===== config.mk =====
export PLATFORM = sky130hd
export DESIGN_NAME = alu_cmd_seq
export DESIGN_NICKNAME = d
export VERILOG_FILES = /design/src/rtl/alu_pkg.sv /design/src/rtl/alu_core.sv /design/src/rtl/alu_cmd_seq.sv
export SDC_FILE = /design/constraint.sdc
export NUM_CORES = 1
export LEC_CHECK = 0
export BUFFER_PORTS_ARGS = -buffer_cell sky130_fd_sc_hd__buf_4
export CELL_PAD_IN_SITES_DETAIL_PLACEMENT = 1
export CELL_PAD_IN_SITES_GLOBAL_PLACEMENT = 1
export CORE_ASPECT_RATIO = 1.1
export CORE_MARGIN = 2
export CORE_UTILIZATION = 30
export DETAILED_ROUTE_END_ITERATION = 8
export GPL_TIMING_DRIVEN = 0
export PLACE_DENSITY = 0.63
export SLEW_MARGIN = 30
export SYNTH_ARGS = -nofsm -noshare
export SYNTH_HDL_FRONTEND = slang
export SYNTH_SLANG_ARGS = --single-unit

===== constraint.sdc =====
create_clock -name clk -period 4.5 [get_ports clk]
set_input_delay 0.675 -clock clk [delete_from_list [all_inputs] [get_ports clk]]
set_output_delay 0.675 -clock clk [all_outputs]
set_load 0.1 [all_outputs]

===== src/rtl/alu_pkg.sv =====
// alu_pkg: definitions shared by the ALU command sequencer and its compute core.
//   ALU_W   - default operand/result width
//   OP_*    - cmd_op encodings
//   state_t - sequencer FSM state encoding
package alu_pkg;

    localparam int ALU_W = 8;

    localparam logic [1:0] OP_ADD = 2'b00;
    localparam logic [1:0] OP_SUB = 2'b01;
    localparam logic [1:0] OP_XOR = 2'b10;
    localparam logic [1:0] OP_SHL = 2'b11;

    typedef enum logic [1:0] {
        IDLE = 2'd0,
        EXEC = 2'd1,
        DONE = 2'd2
    } state_t;

endpackage


===== src/rtl/alu_core.sv =====
// alu_core: purely combinational compute for the command sequencer.
//   a, b  - operands (W bits)
//   op    - operation select (OP_ADD / OP_SUB / OP_XOR / OP_SHL)
//   y     - result modulo 2^W
//   cout  - carry out (add), not-borrow (sub), 0 (xor), shifted-out MSB (shl)
import alu_pkg::*;

module alu_core #(
    parameter int W = ALU_W
) (
    input  logic [W-1:0] a,
    input  logic [W-1:0] b,
    input  logic [1:0]   op,
    output logic [W-1:0] y,
    output logic         cout
);

    always_comb begin
        y    = '0;
        cout = 1'b0;
        case (op)
            OP_ADD: {cout, y} = {1'b0, a} + {1'b0, b};
            // Two's complement subtract; carry out of 1 means no borrow.
            OP_SUB: {cout, y} = {1'b0, a} + {1'b0, ~b} + (W+1)'(1);
            OP_XOR: y = a ^ b;
            OP_SHL: begin
                y    = {a[W-2:0], 1'b0};
                cout = a[W-1];
            end
            default: ;
        endcase
    end

endmodule


===== src/rtl/alu_cmd_seq.sv =====
// alu_cmd_seq: accepts one ALU command at a time, computes it in one cycle and
// holds the registered result until the consumer takes it. An accumulator keeps
// the last completed result so a command can chain on it (cmd_acc = 1).
//
// Ports:
//   clk, rst                 - clock, synchronous active-high reset
//   cmd_valid / cmd_ready    - command handshake
//   cmd_op, cmd_a, cmd_b     - operation and operands
//   cmd_acc                  - use accumulator instead of cmd_a as operand A
//   res_valid / res_ready    - result handshake
//   res_data                 - registered result
//   res_cout, res_zero       - registered flags, only when ALU_CMD_SEQ_FLAGS_EN
//                              is defined
//
// Configuration macro: ALU_CMD_SEQ_FLAGS_EN (default undefined: no flag ports).
//
// state | meaning
// ------+---------------------------------------------------------------
// IDLE  | cmd_ready=1, waiting for cmd_valid; operands latched on accept
// EXEC  | core computes from latched operands; result/acc loaded at end
// DONE  | res_valid=1, result held until res_ready
import alu_pkg::*;

module alu_cmd_seq #(
    parameter int W = ALU_W
) (
    input  logic         clk,
    input  logic         rst,
    input  logic         cmd_valid,
    output logic         cmd_ready,
    input  logic [1:0]   cmd_op,
    input  logic [W-1:0] cmd_a,
    input  logic [W-1:0] cmd_b,
    input  logic         cmd_acc,
    output logic         res_valid,
    input  logic         res_ready,
    output logic [W-1:0] res_data
`ifdef ALU_CMD_SEQ_FLAGS_EN
    ,
    output logic         res_cout,
    output logic         res_zero
`endif
);

    state_t       state_q, state_d;
    logic [1:0]   op_q, op_d;
    logic [W-1:0] a_q, a_d;
    logic [W-1:0] b_q, b_d;
    logic [W-1:0] acc_q, acc_d;
    logic [W-1:0] res_data_q, res_data_d;
    logic         res_valid_q, res_valid_d;
    logic         cmd_ready_q, cmd_ready_d;
`ifdef ALU_CMD_SEQ_FLAGS_EN
    logic         res_cout_q, res_cout_d;
    logic         res_zero_q, res_zero_d;
`endif

    logic [W-1:0] core_y;
    logic         core_cout;

    alu_core #(.W(W)) u_core (
        .a    (a_q),
        .b    (b_q),
        .op   (op_q),
        .y    (core_y),
        .cout (core_cout)
    );

`ifndef ALU_CMD_SEQ_FLAGS_EN
    // Carry is only consumed when flags are built in.
    logic core_cout_unused;
    assign core_cout_unused = core_cout;
`endif

    always_comb begin
        state_d     = state_q;
        op_d        = op_q;
        a_d         = a_q;
        b_d         = b_q;
        acc_d       = acc_q;
        res_data_d  = res_data_q;
        res_valid_d = res_valid_q;
        cmd_ready_d = cmd_ready_q;
`ifdef ALU_CMD_SEQ_FLAGS_EN
        res_cout_d  = res_cout_q;
        res_zero_d  = res_zero_q;
`endif
        case (state_q)
            IDLE: begin
                if (cmd_valid) begin
                    op_d        = cmd_op;
                    a_d         = cmd_acc ? acc_q : cmd_a;
                    b_d         = cmd_b;
                    cmd_ready_d = 1'b0;
                    state_d     = EXEC;
                end
            end
            EXEC: begin
                res_data_d  = core_y;
                acc_d       = core_y;
`ifdef ALU_CMD_SEQ_FLAGS_EN
                res_cout_d  = core_cout;
                res_zero_d  = (core_y == '0);
`endif
                res_valid_d = 1'b1;
                state_d     = DONE;
            end
            DONE: begin
                if (res_ready) begin
                    res_valid_d = 1'b0;
                    cmd_ready_d = 1'b1;
                    state_d     = IDLE;
                end
            end
            default: begin
                res_valid_d = 1'b0;
                cmd_ready_d = 1'b1;
                state_d     = IDLE;
            end
        endcase
    end

    always_ff @(posedge clk) begin
        if (rst) begin
            state_q     <= IDLE;
            op_q        <= OP_ADD;
            a_q         <= '0;
            b_q         <= '0;
            acc_q       <= '0;
            res_data_q  <= '0;
            res_valid_q <= 1'b0;
            cmd_ready_q <= 1'b1;
`ifdef ALU_CMD_SEQ_FLAGS_EN
            res_cout_q  <= 1'b0;
            res_zero_q  <= 1'b0;
`endif
        end else begin
            state_q     <= state_d;
            op_q        <= op_d;
            a_q         <= a_d;
            b_q         <= b_d;
            acc_q       <= acc_d;
            res_data_q  <= res_data_d;
            res_valid_q <= res_valid_d;
            cmd_ready_q <= cmd_ready_d;
`ifdef ALU_CMD_SEQ_FLAGS_EN
            res_cout_q  <= res_cout_d;
            res_zero_q  <= res_zero_d;
`endif
        end
    end

    assign cmd_ready = cmd_ready_q;
    assign res_valid = res_valid_q;
    assign res_data  = res_data_q;
`ifdef ALU_CMD_SEQ_FLAGS_EN
    assign res_cout  = res_cout_q;
    assign res_zero  = res_zero_q;
`endif

endmodule


==> impl_metrics.env <==
export IMPL_hold_viol_final=0
export IMPL_total_power_mw=0.7688
export IMPL_cp_data_arrival_time_ps=2310
export IMPL_worstSetupStartpoint="a_q[0]$_SDFFE_PP0P_"
export IMPL_drive_gt1_share_pct=19.22
export IMPL_r2r_end="res_data[6]$_SDFFE_PP0P_"
export IMPL_ys_types=41
export IMPL_fill_cells=749
export IMPL_use_met3_pct=2.525
export IMPL_clockPowerShare_pct=26.4
export IMPL_globalplace_congestion=0.8089
export IMPL_rows=30
export IMPL_yosysTopAreaCellShare_pct=30.53
export IMPL_synthCells=243
export IMPL_cts_sinks=30
export IMPL_critPathKind="register to register"
export IMPL_fin_nets=321
export IMPL_ys_async_sr_fraction_pct=0
export IMPL_port_buffers=31
export IMPL_setup_worst_path_start_class="register"
export IMPL_outcome="completed"
export IMPL_initialDrtViolationCount=42
export IMPL_grt_busiest_layer="met2"
export IMPL_cts_root_buf="clkbuf_8"
export IMPL_post_cts_setup_buffers=0
export IMPL_cts_buffer_depth=2
export IMPL_drcViolationCount=0
export IMPL_fmax_mhz=469.0
export IMPL_skew_ps=4.231
export IMPL_cts_resized=0
export IMPL_synth_edff_count=0
export IMPL_cp_endpoint="res_data[6]$_SDFFE_PP0P_"
export IMPL_crit_required_ps=4680
export IMPL_r2r_slack_ps=2370
export IMPL_place_area_um2=2300
export IMPL_yosys_top_cells_count="dfxtp_1, nor2_1, nand2_1"
export IMPL_r2r_start="a_q[0]$_SDFFE_PP0P_"
export IMPL_insertion_delay_ps=280
export IMPL_seq_power_share_pct=39.7
export IMPL_numCtsBuffers=5
export IMPL_path_clk_slew_ps=60
export IMPL_reg2reg_depth=9
export IMPL_dr_pass1_iters=4
export IMPL_track_usage_pct=18.08
export IMPL_period_share_pct=47.38
export IMPL_design_area_um2=2376
export IMPL_synth_seq_cells=30
export IMPL_cts_htree_levels=2
export IMPL_cts_hold_buffers=0
export IMPL_vias=1839
export IMPL_overflow=0
export IMPL_start_util_pct=31.38
export IMPL_grt_pass1_vias=1898
export IMPL_endpoint_kind="register"
export IMPL_power_net_switching_mw=0.2825
export IMPL_rsz0062_at_grt="no"
export IMPL_p_sw_share_pct=36.75
export IMPL_ios=33
export IMPL_syn_area_per_cell_um2=8.094
export IMPL_syn_to_final_growth_pct=20.80
export IMPL_grt_pass1_wl_mm=9.867
export IMPL_antenna_found_initial=0
export IMPL_synth_most_common_cell="dfxtp_1"
export IMPL_yosysSeqAreaShare_pct=30.53
export IMPL_cts_tree="built"
export IMPL_synth_largest_area_cell="dfxtp_1"
export IMPL_die_h_um=88.92
export IMPL_combPwrFrac_pct=33.9
export IMPL_avgRoutedWirePerCell_um=16.23
export IMPL_drt_wl_total_mm=5.859
export IMPL_intPower_mw=0.4863
export IMPL_vdd_ir_drop_max_mv=0.1699
export IMPL_hpwl_mm=4.450
export IMPL_min_period_ps=2132
export IMPL_finalMaxSlewViolations=0
export IMPL_ant_nets=0
export IMPL_power_density_nw_per_um2=323.6
export IMPL_yosys_warnings=0
export IMPL_fin_setup_tns_ps=0
export IMPL_p_leak_nw=0.9923
export IMPL_die_w_um=81.20
export IMPL_viasPerCell=5.094
export IMPL_diodes=0
export IMPL_tightestPinTransition_ps=733.8
export IMPL_ys_top_cells_by_area="dfxtp_1, ha_1, a21oi_1"
export IMPL_core_um2=6269
export IMPL_finalSetupViolations=0
export IMPL_synthFlopType="dfxtp_1"
export IMPL_cap_viol_max_count=0
export IMPL_grtUsageMet1_pct=24.56
export IMPL_netlist_area_um2=1967
export IMPL_met2_usage_pct=30.50
export IMPL_grt_max_degree=11
export IMPL_synth_nets=283
export IMPL_hp_class="register to register"
export IMPL_fp_dieArea_um2=7220
export IMPL_cp_max_fo=3
export IMPL_slew_headroom_pct=51.08
power groups by stage:
stage / Clock [mW] / Sequential, mW / Combinational [mW]
2_1_floorplan: 0 / 0.352 / 0.147
6_report: 0.203 / 0.305 / 0.260
5_1_grt: 0.220 / 0.308 / 0.290
4_1_cts: 0.209 / 0.305 / 0.262
3_3_place_gp: 0 / 0.310 / 0.257
3_5_place_dp: 0 / 0.311 / 0.261
metal layers:
metal	vias up	wire, um
met3	5	148
met2	24	2814
met5	-	0
met1	889	2829
li1	921	-
met4	0	68
stage by stage:
stage | hold slack, ps | cells | utilization [%] | setup WS, ps
floorplan | 448.8 | 243 | - | 2672
global route | 505.5 | 361 | 37.90 | 2112
finish | 478.2 | 361 | 37.90 | 2368
detailed placement | 474.9 | 354 | 36.69 | 2369
CTS | 483.7 | 361 | 37.90 | 2347
global placement | 465.5 | 354 | 36.69 | 2416
cell families (layout without fill, tap and decap cells):
| logic type | count (synthesis) | count (layout) | synth area share [%] |
|---|---|---|---|
| buf+inv | 31 | 69 | 6.934 |
| simple gates | 82 | 82 | 18.58 |
| mux | 14 | 14 | 8.461 |
| xor+xnor | 4 | 4 | 1.781 |
| compound gates | 65 | 65 | 22.14 |
| fa+ha+maj | 17 | 17 | 11.58 |
| flops | 30 | 30 | 30.53 |
worst max-delay path, cell delays in order (launching register included):
cell and delay, ps:
dfxtp_1 350, inv_1 90, ha_1 210, fa_1 410
nand2b_1 200, a21oi_1 220, o21ai_1 100, o21ai_0 100
a31oi_1 110, a311oi_1 240
worst min-delay path by stage:
| stage | startpoint | depth (start not counted) | slack, ps | endpoint |
|---|---|---|---|---|
| 5_1_grt | res_data[4]$_SDFFE_PP0P_ | 2 | 510 | res_data[4]$_SDFFE_PP0P_ |
| 3_5_place_dp | b_q[4]$_SDFFE_PP0P_ | 2 | 470 | b_q[4]$_SDFFE_PP0P_ |
| 6_report | b_q[7]$_SDFFE_PP0P_ | 2 | 480 | b_q[7]$_SDFFE_PP0P_ |
| 2_1_floorplan | b_q[7]$_SDFFE_PP0P_ | 2 | 450 | b_q[7]$_SDFFE_PP0P_ |
| 3_3_place_gp | res_data[4]$_SDFFE_PP0P_ | 2 | 470 | res_data[4]$_SDFFE_PP0P_ |
| 4_1_cts | b_q[4]$_SDFFE_PP0P_ | 2 | 480 | b_q[4]$_SDFFE_PP0P_ |
registers in the layout (all words and copies together), names as in the netlist:
| register | cells |
|---|---|
| a_q | 8 |
| b_q | 8 |
| res_data | 8 |
| op_q | 2 |
| state_q | 2 |
| cmd_ready | 1 |
| res_valid | 1 |
placed cells by master, fill, tap and decap left out, types with 3 or more instances in the layout:
cell type,netlist,routed
nand2_1,26,26
buf_2,4,4
clkbuf_8,0,5
buf_4,0,31
xnor2_1,3,3
mux2i_1,11,11
clkbuf_1,9,11
inv_2,3,3
a21oi_1,25,25
o211ai_1,3,3
ha_1,15,15
or3_1,3,3
nor2b_1,4,4
nand2b_1,3,3
dfxtp_1,30,30
inv_1,13,13
nor2_1,29,29
a211oi_1,11,11
nor3_1,9,9
o21ai_0,10,10
layout make-up:
| class | count | area, um^2 | share of cell area (%) |
|---|---|---|---|
| multi-input cells | 182 | 1230 | 51.76 |
| flip-flops and latches | 30 | 600.6 | 25.28 |
| repair buffers | 31 | 232.7 | 9.795 |
| well taps | 80 | 100.1 | 4.213 |
| clock buffers | 7 | 76.32 | 3.212 |
| plain buffers | 15 | 76.32 | 3.212 |
| inverters | 16 | 60.06 | 2.528 |
Power figures use the tool's default switching activity.
